`src/rtl/fetch_stage_sramlike_pkg.sv`:
```
// rtl/fetch_stage_sramlike_pkg.sv - shared widths, reset PC, SRAM size encoding and FIFO entry type
package fetch_stage_sramlike_pkg;
  localparam int          WIDTH_BR_BUS       = 34;
  localparam int          WIDTH_FS_TO_DS_BUS = 64;
  localparam logic [31:0] DEFAULT_RESET_PC   = 32'h1C000000;
  localparam logic [1:0]  SIZE_WORD          = 2'b10;

  typedef struct packed {
    logic [31:0] pc;
    logic [31:0] inst;
    logic        filled;
  } fetch_entry_t;
endpackage

```
`src/rtl/fetch_fifo.sv`:
```
// rtl/fetch_fifo.sv - in-order fetch FIFO with separate allocate, fill and pop pointers
module fetch_fifo
  import fetch_stage_sramlike_pkg::*;
#(
  parameter int  DEPTH = 2,
  localparam int PW    = $clog2(DEPTH),
  localparam int CW    = PW + 1
) (
  input  logic          clk,
  input  logic          reset,
  input  logic          i_clear,
  input  logic          i_alloc,
  input  logic [31:0]   i_alloc_pc,
  input  logic          i_fill,
  input  logic [31:0]   i_fill_inst,
  input  logic          i_pop,
  output logic          o_head_filled,
  output logic [31:0]   o_head_pc,
  output logic [31:0]   o_head_inst,
  output logic [CW-1:0] o_count,
  output logic [CW-1:0] o_unfilled
);
  fetch_entry_t  r_entry [DEPTH];
  logic [PW-1:0] r_tail;
  logic [PW-1:0] r_fptr;
  logic [PW-1:0] r_head;
  logic [CW-1:0] r_count;
  logic [CW-1:0] r_unfilled;

  // Responses return in order, so the fill pointer always trails the tail
  always_ff @(posedge clk) begin
    if (reset || i_clear) begin
      r_tail     <= '0;
      r_fptr     <= '0;
      r_head     <= '0;
      r_count    <= '0;
      r_unfilled <= '0;
      for (int i = 0; i < DEPTH; i++) r_entry[i].filled <= 1'b0;
    end else begin
      if (i_alloc) begin
        r_entry[r_tail].pc     <= i_alloc_pc;
        r_entry[r_tail].filled <= 1'b0;
        r_tail                 <= r_tail + 1'b1;
      end
      if (i_fill) begin
        r_entry[r_fptr].inst   <= i_fill_inst;
        r_entry[r_fptr].filled <= 1'b1;
        r_fptr                 <= r_fptr + 1'b1;
      end
      if (i_pop) begin
        r_entry[r_head].filled <= 1'b0;
        r_head                 <= r_head + 1'b1;
      end
      r_count    <= r_count + CW'(i_alloc) - CW'(i_pop);
      r_unfilled <= r_unfilled + CW'(i_alloc) - CW'(i_fill);
    end
  end

  assign o_head_filled = r_entry[r_head].filled;
  assign o_head_pc     = r_entry[r_head].pc;
  assign o_head_inst   = r_entry[r_head].inst;
  assign o_count       = r_count;
  assign o_unfilled    = r_unfilled;
endmodule

```
`src/rtl/fetch_stage_sramlike.sv`:
```
// rtl/fetch_stage_sramlike.sv - SRAM-like (addr_ok/data_ok) instruction fetch stage with stale-response discard
// Optional macro FS_PERF_CNT_EN adds perf_fetch_stall / perf_discard counters.
module fetch_stage_sramlike
  import fetch_stage_sramlike_pkg::*;
#(
  parameter logic [31:0] RESET_PC   = DEFAULT_RESET_PC,
  parameter int          FIFO_DEPTH = 2,
  parameter int          BR_BUS_W   = WIDTH_BR_BUS,
  parameter int          FS_TO_DS_W = WIDTH_FS_TO_DS_BUS
) (
  input  logic                  clk,
  input  logic                  reset,
  input  logic                  ds_allow_in,
  input  logic [BR_BUS_W-1:0]   br_bus,
  input  logic                  flush,
  input  logic [31:0]           flush_pc,
  output logic                  fs_to_ds_valid,
  output logic [FS_TO_DS_W-1:0] fs_to_ds_bus,
  output logic                  inst_sram_req,
  output logic                  inst_sram_wr,
  output logic [1:0]            inst_sram_size,
  output logic [3:0]            inst_sram_wstrb,
  output logic [31:0]           inst_sram_addr,
  output logic [31:0]           inst_sram_wdata,
  input  logic                  inst_sram_addr_ok,
  input  logic                  inst_sram_data_ok,
  input  logic [31:0]           inst_sram_rdata
`ifdef FS_PERF_CNT_EN
  ,
  output logic [31:0]           perf_fetch_stall,
  output logic [31:0]           perf_discard
`endif
);
  localparam int          CW      = $clog2(FIFO_DEPTH) + 1;
  localparam logic [CW:0] DEPTH_V = FIFO_DEPTH[CW:0];

  logic          w_br_stall;
  logic          w_br_taken;
  logic [31:0]   w_br_target;
  logic          w_cancel;
  logic [31:0]   w_target;
  logic          w_req;
  logic          w_hs;
  logic          w_drop;
  logic          w_fill;
  logic          w_alloc;
  logic          w_pop;
  logic          w_head_filled;
  logic [31:0]   w_head_pc;
  logic [31:0]   w_head_inst;
  logic [CW-1:0] w_count;
  logic [CW-1:0] w_unfilled;
  logic [CW:0]   w_alloc_cnt;
  logic [CW-1:0] w_discard_next;

  logic [31:0]   r_pf_pc;
  logic          r_pf_stale;
  logic [31:0]   r_stale_target;
  logic          r_req_hold;
  logic [CW-1:0] r_discard;

  assign w_br_stall  = br_bus[BR_BUS_W-1];
  assign w_br_taken  = br_bus[BR_BUS_W-2];
  assign w_br_target = br_bus[31:0];
  assign w_cancel    = flush || w_br_taken;
  assign w_target    = flush ? flush_pc : w_br_target;

  // Stale in-flight responses still occupy a slot until they drain
  assign w_alloc_cnt = {1'b0, w_count} + {1'b0, r_discard};
  assign w_req       = !reset && (r_req_hold || (!w_br_stall && (w_alloc_cnt < DEPTH_V)));
  assign w_hs        = w_req && inst_sram_addr_ok;
  assign w_drop      = inst_sram_data_ok && (r_discard != '0);
  assign w_fill      = inst_sram_data_ok && !w_drop && !w_cancel;
  assign w_alloc     = w_hs && !r_pf_stale && !w_cancel;

  assign fs_to_ds_valid = w_head_filled && !w_cancel;
  assign fs_to_ds_bus   = {w_head_inst, w_head_pc};
  assign w_pop          = fs_to_ds_valid && ds_allow_in;

  assign inst_sram_req   = w_req;
  assign inst_sram_wr    = 1'b0;
  assign inst_sram_size  = SIZE_WORD;
  assign inst_sram_wstrb = 4'h0;
  assign inst_sram_addr  = r_pf_pc;
  assign inst_sram_wdata = 32'h0;

  // On cancel every unfilled entry becomes a discard; a same-cycle response consumes one of them
  always_comb begin
    w_discard_next = r_discard;
    if (w_cancel)
      w_discard_next = r_discard + w_unfilled + CW'(w_hs) - CW'(inst_sram_data_ok);
    else
      w_discard_next = r_discard - CW'(w_drop) + CW'(w_hs && r_pf_stale);
  end

  always_ff @(posedge clk) begin
    if (reset) begin
      r_pf_pc        <= RESET_PC;
      r_pf_stale     <= 1'b0;
      r_stale_target <= '0;
      r_req_hold     <= 1'b0;
      r_discard      <= '0;
    end else begin
      assert (!(inst_sram_data_ok && (r_discard == '0) && (w_unfilled == '0)));
      r_req_hold <= w_req && !inst_sram_addr_ok;
      r_discard  <= w_discard_next;
      if (w_cancel) begin
        if (w_req && !inst_sram_addr_ok) begin
          r_pf_stale     <= 1'b1;
          r_stale_target <= w_target;
        end else begin
          r_pf_stale <= 1'b0;
          r_pf_pc    <= w_target;
        end
      end else if (w_hs) begin
        if (r_pf_stale) begin
          r_pf_stale <= 1'b0;
          r_pf_pc    <= r_stale_target;
        end else begin
          r_pf_pc <= r_pf_pc + 32'd4;
        end
      end
    end
  end

  fetch_fifo #(
    .DEPTH (FIFO_DEPTH)
  ) u_fifo (
    .clk           (clk),
    .reset         (reset),
    .i_clear       (w_cancel),
    .i_alloc       (w_alloc),
    .i_alloc_pc    (r_pf_pc),
    .i_fill        (w_fill),
    .i_fill_inst   (inst_sram_rdata),
    .i_pop         (w_pop),
    .o_head_filled (w_head_filled),
    .o_head_pc     (w_head_pc),
    .o_head_inst   (w_head_inst),
    .o_count       (w_count),
    .o_unfilled    (w_unfilled)
  );

`ifdef FS_PERF_CNT_EN
  logic [31:0] r_perf_stall;
  logic [31:0] r_perf_discard;

  always_ff @(posedge clk) begin
    if (reset) begin
      r_perf_stall   <= '0;
      r_perf_discard <= '0;
    end else begin
      if (ds_allow_in && !fs_to_ds_valid) r_perf_stall <= r_perf_stall + 32'd1;
      if (inst_sram_data_ok && ((r_discard != '0) || w_cancel)) r_perf_discard <= r_perf_discard + 32'd1;
    end
  end

  assign perf_fetch_stall = r_perf_stall;
  assign perf_discard     = r_perf_discard;
`endif
endmodule

```
`config.mk`:
```
export PLATFORM = sky130hd
export DESIGN_NAME = fetch_stage_sramlike
export DESIGN_NICKNAME = d
export VERILOG_FILES = /design/src/rtl/fetch_stage_sramlike_pkg.sv /design/src/rtl/fetch_fifo.sv /design/src/rtl/fetch_stage_sramlike.sv
export SDC_FILE = /design/constraint.sdc
export NUM_CORES = 1
export LEC_CHECK = 0
export ABC_CLOCK_PERIOD_IN_PS = 4500
export CAP_MARGIN = 20
export CORE_MARGIN = 2
export CORE_UTILIZATION = 45
export CTS_CLUSTER_SIZE = 28
export DETAILED_ROUTE_END_ITERATION = 8
export MAX_ROUTING_LAYER = met4
export PLACE_DENSITY = 0.77
export SLEW_MARGIN = 10
export SYNTH_ARGS = -nofsm -noshare
export SYNTH_HDL_FRONTEND = slang
export SYNTH_SLANG_ARGS = --single-unit
```
`constraint.sdc`:
```
create_clock -name clk -period 4.5 [get_ports clk]
set_input_delay 0.9 -clock clk [delete_from_list [all_inputs] [get_ports clk]]
set_output_delay 0.9 -clock clk [all_outputs]
set_load 0.01 [all_outputs]
```
==> results of run 1 <==
[cell type report]
cell class | instances | share of cell area (%)
clock buffer | 34 | 5.07
clock inverter | 7 | 0.289
inverter | 16 | 0.478
multi-input combinational | 584 | 31.5
sequential | 206 | 43.0
tap | 280 | 2.79
timing repair buffer | 215 | 16.9
[metrics by stage]
stage / hold slack [ps] / power (mW)
2_1_floorplan: 447 / 2.52
3_3_place_gp: 476 / 2.77
3_5_place_dp: 480 / 2.78
4_1_cts: 487 / 4.46
5_1_grt: 502 / 4.61
6_report: 489 / 4.44
[synth_stat cells (all sizes together) (3+ instances only)]
| cell type | n |
|---|---|
| or3 | 7 |
| nand2b | 18 |
| nand3b | 5 |
| inv | 16 |
| and3b | 7 |
| xor2 | 10 |
| buf | 53 |
| nor4 | 4 |
| nand3 | 18 |
| nand4 | 10 |
| and4 | 11 |
| mux2 | 65 |
| ha | 6 |
| a31oi | 5 |
| xnor2 | 5 |
| o21ai | 38 |
| a21oi | 45 |
| a221oi | 5 |
| clkbuf | 41 |
| a311oi | 14 |
| and2 | 6 |
| nor3 | 23 |
| or4 | 3 |
| edfxtp | 128 |
| dfxtp | 78 |
| a2bb2oi | 3 |
| o31ai | 6 |
| nor2 | 72 |
| mux2i | 25 |
| o211ai | 4 |
| and3 | 9 |
| a211oi | 28 |
| a211o | 3 |
| nand2 | 43 |
| nor2b | 9 |
| o32ai | 3 |
| nor3b | 3 |
[flip-flops by register name, summed over array words and instances, names as in the netlist, named ones only]
| name | flops |
|---|---|
| u_fifo.r_entry | 130 |
| r_stale_target | 32 |
| r_discard | 2 |
| u_fifo.o_unfilled | 2 |
| r_req_hold | 1 |
| u_fifo.r_tail | 1 |
| inst_sram_addr | 32 |
| u_fifo.r_head | 1 |
| u_fifo.o_count | 2 |
| r_pf_stale | 1 |
| u_fifo.r_fptr | 1 |
[kinds of logic after synthesis]
group,Yosys count,share of synthesized area (%)
and+or+nand+nor,250,13.5
DFF,206,55.0
AOI/OAI and AO/OA,182,12.6
buffers and inverters,110,6.40
muxes,90,9.99
xor gates and xnor gates,15,1.34
adders and majority gates,8,1.17
other,2,0.0764
[metal layers]
layer  wire length [µm]  share of wire, %
met1              10700                44
met2              11200                46
met3               1990               8.2
met4                385               1.6
met5                  0                 0
[where the power goes]
group,leakage (nW),switching (mW),internal [mW]
Sequential,1.81,0.102,2.08
Combinational,2.26,0.286,0.279
Clock,0.321,0.708,0.976
Total,4.40,1.10,3.34
[how the worst min path moves through the flow]
stage / start / to / slack (ps) / cells after the start
3_5_place_dp: u_fifo.r_entry[0][0]$_SDFFE_PP0P_ / u_fifo.r_entry[0][0]$_SDFFE_PP0P_ / 480 / 2
4_1_cts: u_fifo.r_entry[0][0]$_SDFFE_PP0P_ / u_fifo.r_entry[0][0]$_SDFFE_PP0P_ / 490 / 2
3_3_place_gp: u_fifo.r_entry[0][0]$_SDFFE_PP0P_ / u_fifo.r_entry[0][0]$_SDFFE_PP0P_ / 480 / 2
6_report: u_fifo.r_entry[0][0]$_SDFFE_PP0P_ / u_fifo.r_entry[0][0]$_SDFFE_PP0P_ / 490 / 2
5_1_grt: u_fifo.r_entry[0][0]$_SDFFE_PP0P_ / u_fifo.r_entry[0][0]$_SDFFE_PP0P_ / 500 / 2
2_1_floorplan: u_fifo.r_entry[0][0]$_SDFFE_PP0P_ / u_fifo.r_entry[0][0]$_SDFFE_PP0P_ / 450 / 2
[worst reg2reg max path: cells and delay by family (launching register included)]
| family | cells | cell delay, ps |
|---|---|---|
| compound gates | 3 | 750 |
| fa+ha+maj | 1 | 450 |
| flops | 1 | 410 |
| buf+inv | 1 | 300 |
| simple gates | 3 | 1230 |
==> summary by stage, run 1 <==
STA
The maximum frequency from static timing analysis is 274 MHz. Setup repair after global routing left no endpoint under its margin. For the pin with the worst max-slew slack, the measured transition is about 1000 ps. Setup violations remaining at the end of the flow were counted as 0. The final period demand of the worst path is 3650 ps. The count of final max-slew check failures is 0.

For the final routed database, the setup TNS stands at 0 ps. The worst clock skew is 10.3 ps. The worst pin sits at a relative slew slack of 34.0%. The post-route worst setup slack is 854 ps. The count of final hold-check violations came to 0. The final worst-path cycle share is 81.0%.

Route
The total vias in the final route is 7435. The sum of routed wire length over all layers is 24300 µm. In the routed design, unresolved DRC markers number 0. The pre-antenna-repair detailed-routing pass consisted of 5 iterations. Using the TritonRoute via totals, the vias-per-cell ratio works out to 5.54. The number of design-rule violations left by the first detailed-router iteration is 592.

In this run the remaining antenna-violating nets after routing total 0. The average detailed-routed wire length per instance is 18.1 µm.

Logic synthesis
The distinct cell type count of the synthesized netlist is 74. The synthesized netlist cell count is 863. The share of the Yosys chip area taken by registers is 55.0%. In this run, synthesis produced a sequential element count of 206. The number of warnings printed during yosys synthesis is 0. The synthesized design devotes to its leading area cell type 39.1% of total area.

The most used flip-flop cell after synthesis is edfxtp_1. The average cell area after synthesis is 11.4 µm². The count of flip-flops with a built-in enable after synthesis is 128. After synthesis, the cell types taking the most area are edfxtp_1 39%, dfxtp_1 16%, mux2_2 7.4%, buf_4 3.1%, nor2_1 2.7%.

Summed over all instances, the cell type with the most area after synthesis is edfxtp_1. The summed instance area of the synthesized netlist is 9830 µm². The post-synthesis async set-or-reset flop share is 0%.

Hold path
The class of the tightest hold or removal check is flop to flop.

Floorplan
The die covers about 23000 µm². In this run the vertical extent of the chip is roughly 150 µm. roughly 240 I/O pins were placed. After floorplanning, the core was sized to cover 21600 µm². Once the floorplan was initialized, standard cells occupied a little under half of the core. The die span in x is 152 µm. Row generation in the floorplan step produced 54 rows.

Placed design
Detailed placement finished with a half-perimeter wire length of ~17000 µm. During placement, the flow inserted port buffers numbering 201. The post-placement setup slack is 846 ps. The number of instances in the placed design is between 1000 and 1500.

The placer congestion estimate is 0.864. The placement-stage cell area is 11900 µm².

Layout
The count of filler cells inserted in the layout is 1785. The library cell used most frequently in the layout, excluding fill and tap cells, is clkdlybuf4s50_1. The synthesis-to-finish area growth is 27.9%.

The share of post-route cells with drive strength above 1 is 12.1%. The post-layout net count is 1158. The number of inserted diodes is 0.

The finished cells cover 12600 µm². In the layout the commonest cells are 199 x clkdlybuf4s50_1, 128 x edfxtp_1, 77 x dfxtp_1, 69 x nor2_1, 65 x mux2_2. The end-of-flow core utilization is 58.2%.

The final cell count without fillers is 1342. Summing all multi-input logic gate instances after layout gives 3960 µm². The sequential cells in the finished layout cover a total of roughly 5400 µm².

Setup path
The buffer and inverter count on the worst path is 2. The launching point of the worst reg2reg path is r_discard[0]$_SDFF_PP0_. The minimum setup slack among reg-to-reg paths is 1260 ps. The worst register-to-register path has a depth of 8. The master of the slowest instance on the critical path is clkdlybuf4s50_1. The critical path class is flop to output pin.

The endpoint identified for the worst register-to-register timing path is inst_sram_addr[19]$_SDFFE_PP0P_. The critical path depth is 6. The highest fanout seen on the critical path is 5. The data arrival time of the worst path is 2750 ps.

The category of the worst setup path capture point is an output pin. The family with the most delay on the worst path is buffers and inverters. The end point of the critical path is inst_sram_req. The startpoint class of the critical path is a flop. The launch point of the worst path is r_discard[0]$_SDFF_PP0_.

Walking the worst path, the cells encountered are and2_1 > fa_1 > nor3_1 > o21ai_0 > inv_1 > clkdlybuf4s50_1. In this design, the stage delay of the slowest critical-path cell is 570 ps. The required time of the worst setup path is 3600 ps.

Clock network
The number of post-CTS setup repair buffers is 0. The master cell of the clock root buffer is clkbuf_16. The maximum clock insertion buffer count is 3. TritonCTS built the clock tree. Counting the buffers created by CTS gives 23. The cts-stage hold buffer count is 0. The insertion delay of the later-clocked pin in the worst-skew pair is between 400 and 500 ps. The total of cells resized after clock tree synthesis is 0. The clock-pin transition on the worst setup and hold timing paths is 60 ps.

CTS built an H-tree with a depth of 1. The clock drives 206 sinks.

GRT
The met3 demand-to-capacity share in global routing is 3.57%. The busiest layer in global routing is met2. The met2 usage in global routing is 32.0%. Global routing used 20.9% of the available tracks.

Entering global routing, the biggest net connects 77 pins. For this run the aggregate overflow at the end of global routing stands at 0. The number of global-route vias before repair was about 6900.

For this run, global-route usage on met1 was measured as between 20 and 30%. The initial antenna violation count is 0. The first global-routing pass estimated 38100 µm of wire.

Power
In this run the static leakage power is 4.40 nW. Dividing total power by cell area gives a power density of 353 nW/µm². The largest vdd supply drop is 0.000227 V.

Job
The tool flagged a number of max-cap violations equal to 0.

Run status
The flow ran to the end, and the final reports show no timing, DRC or antenna violations.
Note: power is estimated with default switching activity, not from simulation.
==> run 2, diff against run 1 <==
--- a/config.mk
+++ b/config.mk
@@ -5,14 +5,14 @@
 export SDC_FILE = /design/constraint.sdc
 export NUM_CORES = 1
 export LEC_CHECK = 0
-export ABC_CLOCK_PERIOD_IN_PS = 4500
+export ABC_CLOCK_PERIOD_IN_PS = 3800
 export CAP_MARGIN = 20
 export CORE_MARGIN = 2
-export CORE_UTILIZATION = 45
+export CORE_UTILIZATION = 50
 export CTS_CLUSTER_SIZE = 28
 export DETAILED_ROUTE_END_ITERATION = 8
 export MAX_ROUTING_LAYER = met4
-export PLACE_DENSITY = 0.77
+export PLACE_DENSITY = 0.81
 export SLEW_MARGIN = 10
 export SYNTH_ARGS = -nofsm -noshare
 export SYNTH_HDL_FRONTEND = slang
==> constraint.sdc (replaced) <==
create_clock -name clk -period 3.8 [get_ports clk]
set_input_delay 0.76 -clock clk [delete_from_list [all_inputs] [get_ports clk]]
set_output_delay 0.76 -clock clk [all_outputs]
set_load 0.01 [all_outputs]
==> run 2 against run 1 <==
  * Critical path depth is the same
  * Flip-flop and latch count stayed put
  * Sequential power is 18% higher
  * Power is 20% higher
  * Via count decreased by 1.1%
  * First-iteration DRC count down 1.4%
  * Combinational power rose by 21%
  * Worst setup slack worse by 490 ps
  * Clock skew about the same
  * Routed wire length down 1.9%
  * Critical path type unchanged
==> summary by stage, run 2 (synthesis gave the netlist of run 1 again) <==
Hold path
The min-delay analysis places its worst path in the category flop to flop.

Layout
In the layout the commonest cells are 199 x clkdlybuf4s50_1, 128 x edfxtp_1, 77 x dfxtp_1, 69 x nor2_1, 65 x mux2_2. u_fifo.r_entry holds more flip-flops than any other register. The post-layout net count is 1164 (+0.52%). The most common cell after layout, fill and taps aside is clkdlybuf4s50_1. The count of filler cells inserted in the layout came to 1519 (-15%).

The share of post-route cells with drive strength above 1 is 13.1% (+1.1 points). Relative to the synthesized area, the layout overhead comes to 28.7%. The area taken by flip-flops and latches was 5410 µm² (unchanged). The multi-input gate area in the final layout is 3960 µm² (unchanged).

The end-of-flow core utilization is 65.2% (+7.1 points). The flip-flop count of the largest register after layout is 130 (unchanged). The number of inserted diodes is 0 (unchanged).

Route
The sum of routed wire length over all layers is 23900 µm (-1.9%). The number of design-rule violations left by the first detailed-router iteration is 584 (-1.4%). The average detailed-routed wire length per instance is 17.9 µm (-1.2%). The total vias in the final route is 7354 (-1.1%). The detailed-route DRC error count came to 0 (unchanged). The post-route antenna net violation count came to 0 (unchanged). The post-detailed-route via-to-cell ratio is 5.52 (-0.42%).

The number of detailed-route iterations in the first pass is 5 (unchanged).

Setup path
The highest fanout seen on the critical path is 5 (unchanged). The worst setup path is captured at an output pin. In this run the critical register-to-register path is launched from r_discard[0]$_SDFF_PP0_. The cell count of the worst reg-to-reg path is 8 (unchanged). The critical path class is flop to output pin. The required time of the worst setup path is 3040 ps (-560 ps). The end of the worst register-to-register path is inst_sram_addr[27]$_SDFFE_PP1P_. The end point of the critical path is inst_sram_req.

The minimum setup slack among reg-to-reg paths was 740 ps (-520 ps). The launch point of the worst path is r_discard[0]$_SDFF_PP0_. The data arrival time of the worst path is 2680 ps (-70 ps).

The cell family contributing the most delay on the critical path is buffers and inverters. The buffer and inverter count on the worst path came to 2 (unchanged). The critical path depth is 6 (unchanged). Among all stages on the critical path, the largest delay is contributed by clkdlybuf4s50_1. The delay of the slowest critical-path stage is 540 ps (-30 ps). STA classifies the critical path startpoint as a flop. The critical path goes through and2_1 > fa_1 > nor3_1 > o21ai_0 > inv_1 > clkdlybuf4s50_1.

Power
The leakage power came to 4.47 nW (+1.6%). The largest vdd supply drop was 0.000239 V (+5.3%). The power density over the cells is 421 nW/µm² (+19%).

GRT
The wire length of the first global-routing pass is 36800 µm (-3.4%). The number of global-route vias before repair is 6921 (-0.20%). The largest net degree at the start of global routing came to 78 (+1.3%). The leftover overflow at the end of global routing is 0 (unchanged).

The initial antenna violation count is 0 (unchanged). The global-route total usage across every layer is 23.0% (+2.0 points).

Floorplan
The effective utilization at floorplan is 50.7% (+5.2 points). The die height is 144 µm (-5.0%). The die area was 20800 µm² (-9.7%).

The die span in x is 144 µm (-5.0%). The total number of placement rows is 51 (-5.6%). The core area is 19400 µm² (-10%). The number of I/O pins is 241 (unchanged).

Job
The max-cap check violation count is 0 (unchanged).

Placed design
The port buffer count was 201 (unchanged). The placer congestion estimate was 0.913 (+5.7%). The estimated wirelength of the detail-placed design is 16600 µm (-1.7%).

Clock network
The clock-pin transition on the worst setup and hold timing paths came to 60 ps (about the same). The maximum clock insertion buffer count is 3 (unchanged). The sink count of the clock tree is 206 (unchanged).

The total clock buffers created by CTS is 22 (-4.3%). The number of post-CTS setup repair buffers is 0 (unchanged). The clock tree from TritonCTS is done. The cts-stage hold buffer count is 0 (unchanged).

The maximum level of the CTS H-tree is 1 (unchanged). Clock tree synthesis selected as its root buffer the cell clkbuf_16. The total of cells resized after clock tree synthesis is 0 (unchanged). The insertion delay of the later-clocked pin in the worst-skew pair is 490 ps (about the same).

STA
The clock period could shrink to 3440 ps. The count of final max-slew check failures was 0 (unchanged). The headroom to the max-slew limit is 47.6% (+14 points). The maximum frequency from static timing analysis is 291 MHz. The worst clock skew is 9.96 ps (-0.349 ps). The sum of negative setup slack is 0 ps (unchanged). The final worst-path cycle share is 90.5%. The count of endpoints failing setup in the final report is 0 (unchanged). The count of final hold-check violations is 0 (unchanged). The transition time of the tightest slew-check pin is 779 ps (-210 ps). Setup repair after global routing left no endpoint under its margin.

Run status
The run finished with clean final reports.
run 2: changes by cell type in the layout (fill, tap and decap cells not counted), moves of 2 or more:
cell / before / now
clkinv_1: 3 / 0
clkinvlp_4: 2 / 0
buf_4: 13 / 19
clkinv_2: 2 / 7
clkbuf_1: 9 / 6
run 2: worst min-delay path by stage:
| stage | slack, ps | cells after the start | endpoint | start |
|---|---|---|---|---|
| 6_report | 490 | 2 | r_stale_target[25]$_SDFFE_PP0P_ | r_stale_target[25]$_SDFFE_PP0P_ |
| 3_5_place_dp | 480 | 1 | u_fifo.r_entry[1][0]$_SDFFE_PP0P_ | u_fifo.r_head$_SDFFE_PP0P_ |
| 2_1_floorplan | 450 | 2 | u_fifo.r_entry[0][0]$_SDFFE_PP0P_ | u_fifo.r_entry[0][0]$_SDFFE_PP0P_ |
| 3_3_place_gp | 460 | 2 | u_fifo.r_entry[0][0]$_SDFFE_PP0P_ | u_fifo.r_entry[0][0]$_SDFFE_PP0P_ |
| 5_1_grt | 520 | 2 | r_stale_target[20]$_SDFFE_PP0P_ | r_stale_target[20]$_SDFFE_PP0P_ |
| 4_1_cts | 490 | 2 | u_fifo.r_entry[0][0]$_SDFFE_PP0P_ | u_fifo.r_entry[0][0]$_SDFFE_PP0P_ |
run 2: final cells by class:
| class | count | share of cell area (%) |
|---|---|---|
| inverter | 16 | 0.474 |
| tap | 265 | 2.62 |
| clock inverter | 9 | 0.583 |
| multi-input combinational | 584 | 31.3 |
| sequential | 206 | 42.7 |
| timing repair buffer | 222 | 17.3 |
| clock buffer | 31 | 5.03 |
run 2: metal layers:
metal  GRT usage (%)  vias to the layer above  share of wire, %
met5               -                        -                 0
li1                -                     3540                 -
met1            31.0                     3473                45
met3            4.50                       33               8.4
met2            35.3                      308                45
met4            7.10                        0               2.4
run 2: tightest hold or removal path, stage by stage (launching register included):
cell      delay, ps
dfxtp_1         300
nor2_1           90
a311oi_1         50
run 2: through the flow:
step / std cells / area (µm²) / power [mW] / worst slack [ps] / hold slack (ps)
detailed placement: 1293 / 11900 / 3.30 / 607 / 483
finish: 1333 / 12700 / 5.33 / 362 / 492
global placement: 1293 / 11900 / 3.28 / 644 / 459
floorplan: 900 / 9980 / 2.99 / 282 / 447
CTS: 1333 / 12700 / 5.37 / 349 / 489
global route: 1333 / 12700 / 5.53 / 185 / 516
run 2: power breakdown:
part	internal (mW)	leakage [nW]	switching, mW	total, mW
Sequential	2.47	1.81	0.109	2.58
Combinational	0.339	2.30	0.346	0.685
Clock	1.24	0.356	0.827	2.07
Total	4.05	4.47	1.28	5.33
==> run 3, diff against run 2 <==
--- a/config.mk
+++ b/config.mk
@@ -11,6 +11,7 @@
 export CORE_UTILIZATION = 50
 export CTS_CLUSTER_SIZE = 28
 export DETAILED_ROUTE_END_ITERATION = 8
+export GPL_TIMING_DRIVEN = 0
 export MAX_ROUTING_LAYER = met4
 export PLACE_DENSITY = 0.81
 export SLEW_MARGIN = 10
==> run 3 against run 2 <==
  * Hold slack improved by 5.4 ps
  * Via count increased by 7.2%
  * Utilization increased by 2.0 points
  * Non-clock buffer count increased by 75
  * Critical endpoint unchanged
==> summary by stage, run 3 (synthesis gave the netlist of run 1 again) <==
Run status
The flow ran to the end, and the final reports show no timing, DRC or antenna violations.

Setup path
The minimum setup slack among reg-to-reg paths is 470 ps (-270 ps). Walking the worst path, the cells encountered are and2_1 > fa_1 > nor3_1 > o21ai_0 > inv_1 > clkdlybuf4s50_1. The critical path class is flop to output pin. The data arrival time of the worst path is 2800 ps (+120 ps). The highest fanout seen on the critical path is 5 (unchanged).

The required time of the worst setup path is 3040 ps (about the same). The launching point of the worst reg2reg path is r_discard[0]$_SDFF_PP0_. The worst setup path is launched from a flop.

STA classifies the critical path endpoint as an output pin. The delay of the slowest critical-path stage was 540 ps (about the same). The master of the slowest instance on the critical path is clkdlybuf4s50_1.

The launch point of the worst path is r_discard[0]$_SDFF_PP0_.

Hold path
The worst hold path begins at r_stale_target[19]$_SDFFE_PP0P_. The class of the tightest hold or removal check is flop to flop.

Layout
The end-of-flow core utilization came to 67.2% (+2.0 points). The post-layout net count is 1238 (+6.4%). The number of inserted diodes is 0 (unchanged).

The final cell count without fillers is 1405 (+5.4%). In the layout the commonest cells are 199 x clkdlybuf4s50_1, 128 x edfxtp_1, 78 x dfxtp_1, 69 x nor2_1, 65 x mux2_2. The count of filler cells inserted in the layout is 1440 (-5.2%).

The most common cell after layout, fill and taps aside is clkdlybuf4s50_1. From synthesis to final layout, the design area changed by 32.7%. The flip-flop count of the largest register after layout is 130 (unchanged). u_fifo.r_entry holds more flip-flops than any other register.

The final non-filler cell area was 13000 µm² (+3.1%). The share of post-route cells with drive strength above 1 was 14.9% (+1.8 points).

Route
The sum of routed wire length over all layers is 26800 µm (+12%). The total vias in the final route is 7887 (+7.2%). The post-route antenna net violation count is 0 (unchanged). The detailed-route DRC error count came to 0 (unchanged).

The number of design-rule violations left by the first detailed-router iteration is 687 (+18%). The number of detailed-route iterations in the first pass was 5 (unchanged). The average detailed-routed wire length per instance is 19.1 µm (+6.5%). The post-detailed-route via-to-cell ratio is 5.61 (+1.8%).

Power
The part of the power in registers is 48.5% (about the same). The clock power share is 37.4% (-1.4 points). The switching share of total power was 24.8% (+0.75 points). The overall power consumption was 5.32 mW (-0.20%).

The leakage power is 4.68 nW (+4.7%). The switching power is 1.32 mW (+2.9%). The power density over the cells is 408 nW/µm² (-3.2%). The combinational share of power is 14.2% (+1.3 points). The cell-internal power is 4.00 mW (-1.2%). The largest vdd supply drop was 0.000246 V (+2.9%).

Placed design
The estimated wirelength of the detail-placed design is 19500 µm (+17%). The number of instances in the placed design is 1368 (+5.8%). The post-placement setup slack came to 224 ps (-383 ps). The placement-stage cell area came to 12400 µm² (+3.7%). The placer congestion estimate is 0.937 (+2.5%). The port buffer count is 199 (-1.0%).

STA
The transition time of the tightest slew-check pin is 1020 ps (+239 ps). The headroom to the max-slew limit is 32.0% (-16 points). The worst hold slack is 497 ps (+5.39 ps).

The post-route worst setup slack is 236 ps (-126 ps). The count of final hold-check violations is 0 (unchanged). The count of final max-slew check failures was 0 (unchanged).

The final period demand of the worst path is 3560 ps (+126 ps). Setup repair after global routing left no endpoint under its margin. The count of endpoints failing setup in the final report is 0 (unchanged). The sum of negative setup slack is 0 ps (unchanged). The worst clock skew is 11.7 ps (+1.74 ps). The maximum frequency from static timing analysis is 281 MHz (-3.5%).

The final worst-path cycle share was 93.8% (+3.3 points).

GRT
The number of global-route vias before repair was 7437 (+7.5%). The global-route total usage across every layer came to 25.7% (+2.7 points). The initial antenna violation count is 0 (unchanged). The wire length of the first global-routing pass came to 40400 µm (+9.8%).

The largest net degree at the start of global routing is 33 (-58%). The leftover overflow at the end of global routing is 0 (unchanged).

Clock network
The total clock buffers created by CTS was 21 (-4.5%). The master cell of the clock root buffer is clkbuf_16. TritonCTS built the clock tree. The sink count of the clock tree is 206 (unchanged). The clock-pin transition on the worst setup and hold timing paths is 60 ps (about the same). The number of post-CTS setup repair buffers is 0 (unchanged). The cts-stage hold buffer count is 0 (unchanged).

The insertion delay of the later-clocked pin in the worst-skew pair is 490 ps (about the same). The maximum clock insertion buffer count is 3 (unchanged). The maximum level of the CTS H-tree is 1 (unchanged). The total of cells resized after clock tree synthesis is 0 (unchanged).

Floorplan
The core area came to 19400 µm² (unchanged). The die area is 20800 µm² (unchanged). The total number of placement rows was 51 (unchanged). The number of I/O pins is 241 (unchanged).

The die height is 144 µm (unchanged). The die span in x is 144 µm (unchanged). The effective utilization at floorplan is 50.7% (unchanged).

Job
The max-cap check violation count is 0 (unchanged).
==> run 3: cell count changes in the layout (fill, tap and decap cells not counted), moves of 2 or more <==
| cell | previous run | this run |
|---|---|---|
| buf_2 | 2 | 8 |
| clkbuf_8 | 1 | 3 |
| clkinv_2 | 7 | 2 |
| buf_1 | 0 | 2 |
| buf_6 | 0 | 3 |
| buf_8 | 0 | 2 |
| clkbuf_1 | 6 | 45 |
| buf_4 | 19 | 40 |
| clkbuf_16 | 24 | 21 |
==> run 3: final timing paths <==
path,endpoint,cells after the start
worst max-delay path,inst_sram_req,6
worst min-delay path,r_stale_target[19]$_SDFFE_PP0P_,2
worst max register to register,u_fifo.r_entry[1][39]$_DFFE_PP_,7
worst min register to register,r_stale_target[19]$_SDFFE_PP0P_,2
==> run 3: power groups by stage <==
stage,Sequential [mW],Clock (mW),Combinational (mW)
6_report,2.58,1.99,0.754
5_1_grt,2.59,2.10,0.813
4_1_cts,2.57,2.01,0.741
3_5_place_dp,2.62,0,0.736
3_3_place_gp,2.62,0,0.722
2_1_floorplan,2.60,0,0.387
==> run 3: metal layers <==
metal  part of all wire [%]  vias to the layer above  wire length (µm)  global-route usage [%]
met2                     46                      462             12300                    41.0
met4                    2.5                        0               681                    7.61
met3                     10                       55              2760                    4.93
met1                     41                     3684             11100                    33.6
met5                      0                        -                 0                       -
li1                       -                     3686                 -                       -
==> run 3: area by class of cell <==
type                    count  area [µm²]  share of cell area (%)
flip-flops and latches    206        5410                    41.4
inverters                  16        60.1                   0.460
repair buffers            203        2060                    15.8
well taps                 265         332                    2.54
clock buffers              29         556                    4.26
plain buffers              94         569                    4.36
clock inverters             8        95.1                   0.729
multi-input cells         584        3970                    30.4
==> run 3: critical path: cells and delay by family (launching register included) <==
family	cells	cell delay, ps
buffers and inverters	2	680
AND/OR/NAND/NOR	2	560
adder cells (fa/ha/maj)	1	450
flip-flops	1	410
AO/OA/AOI/OAI	1	210
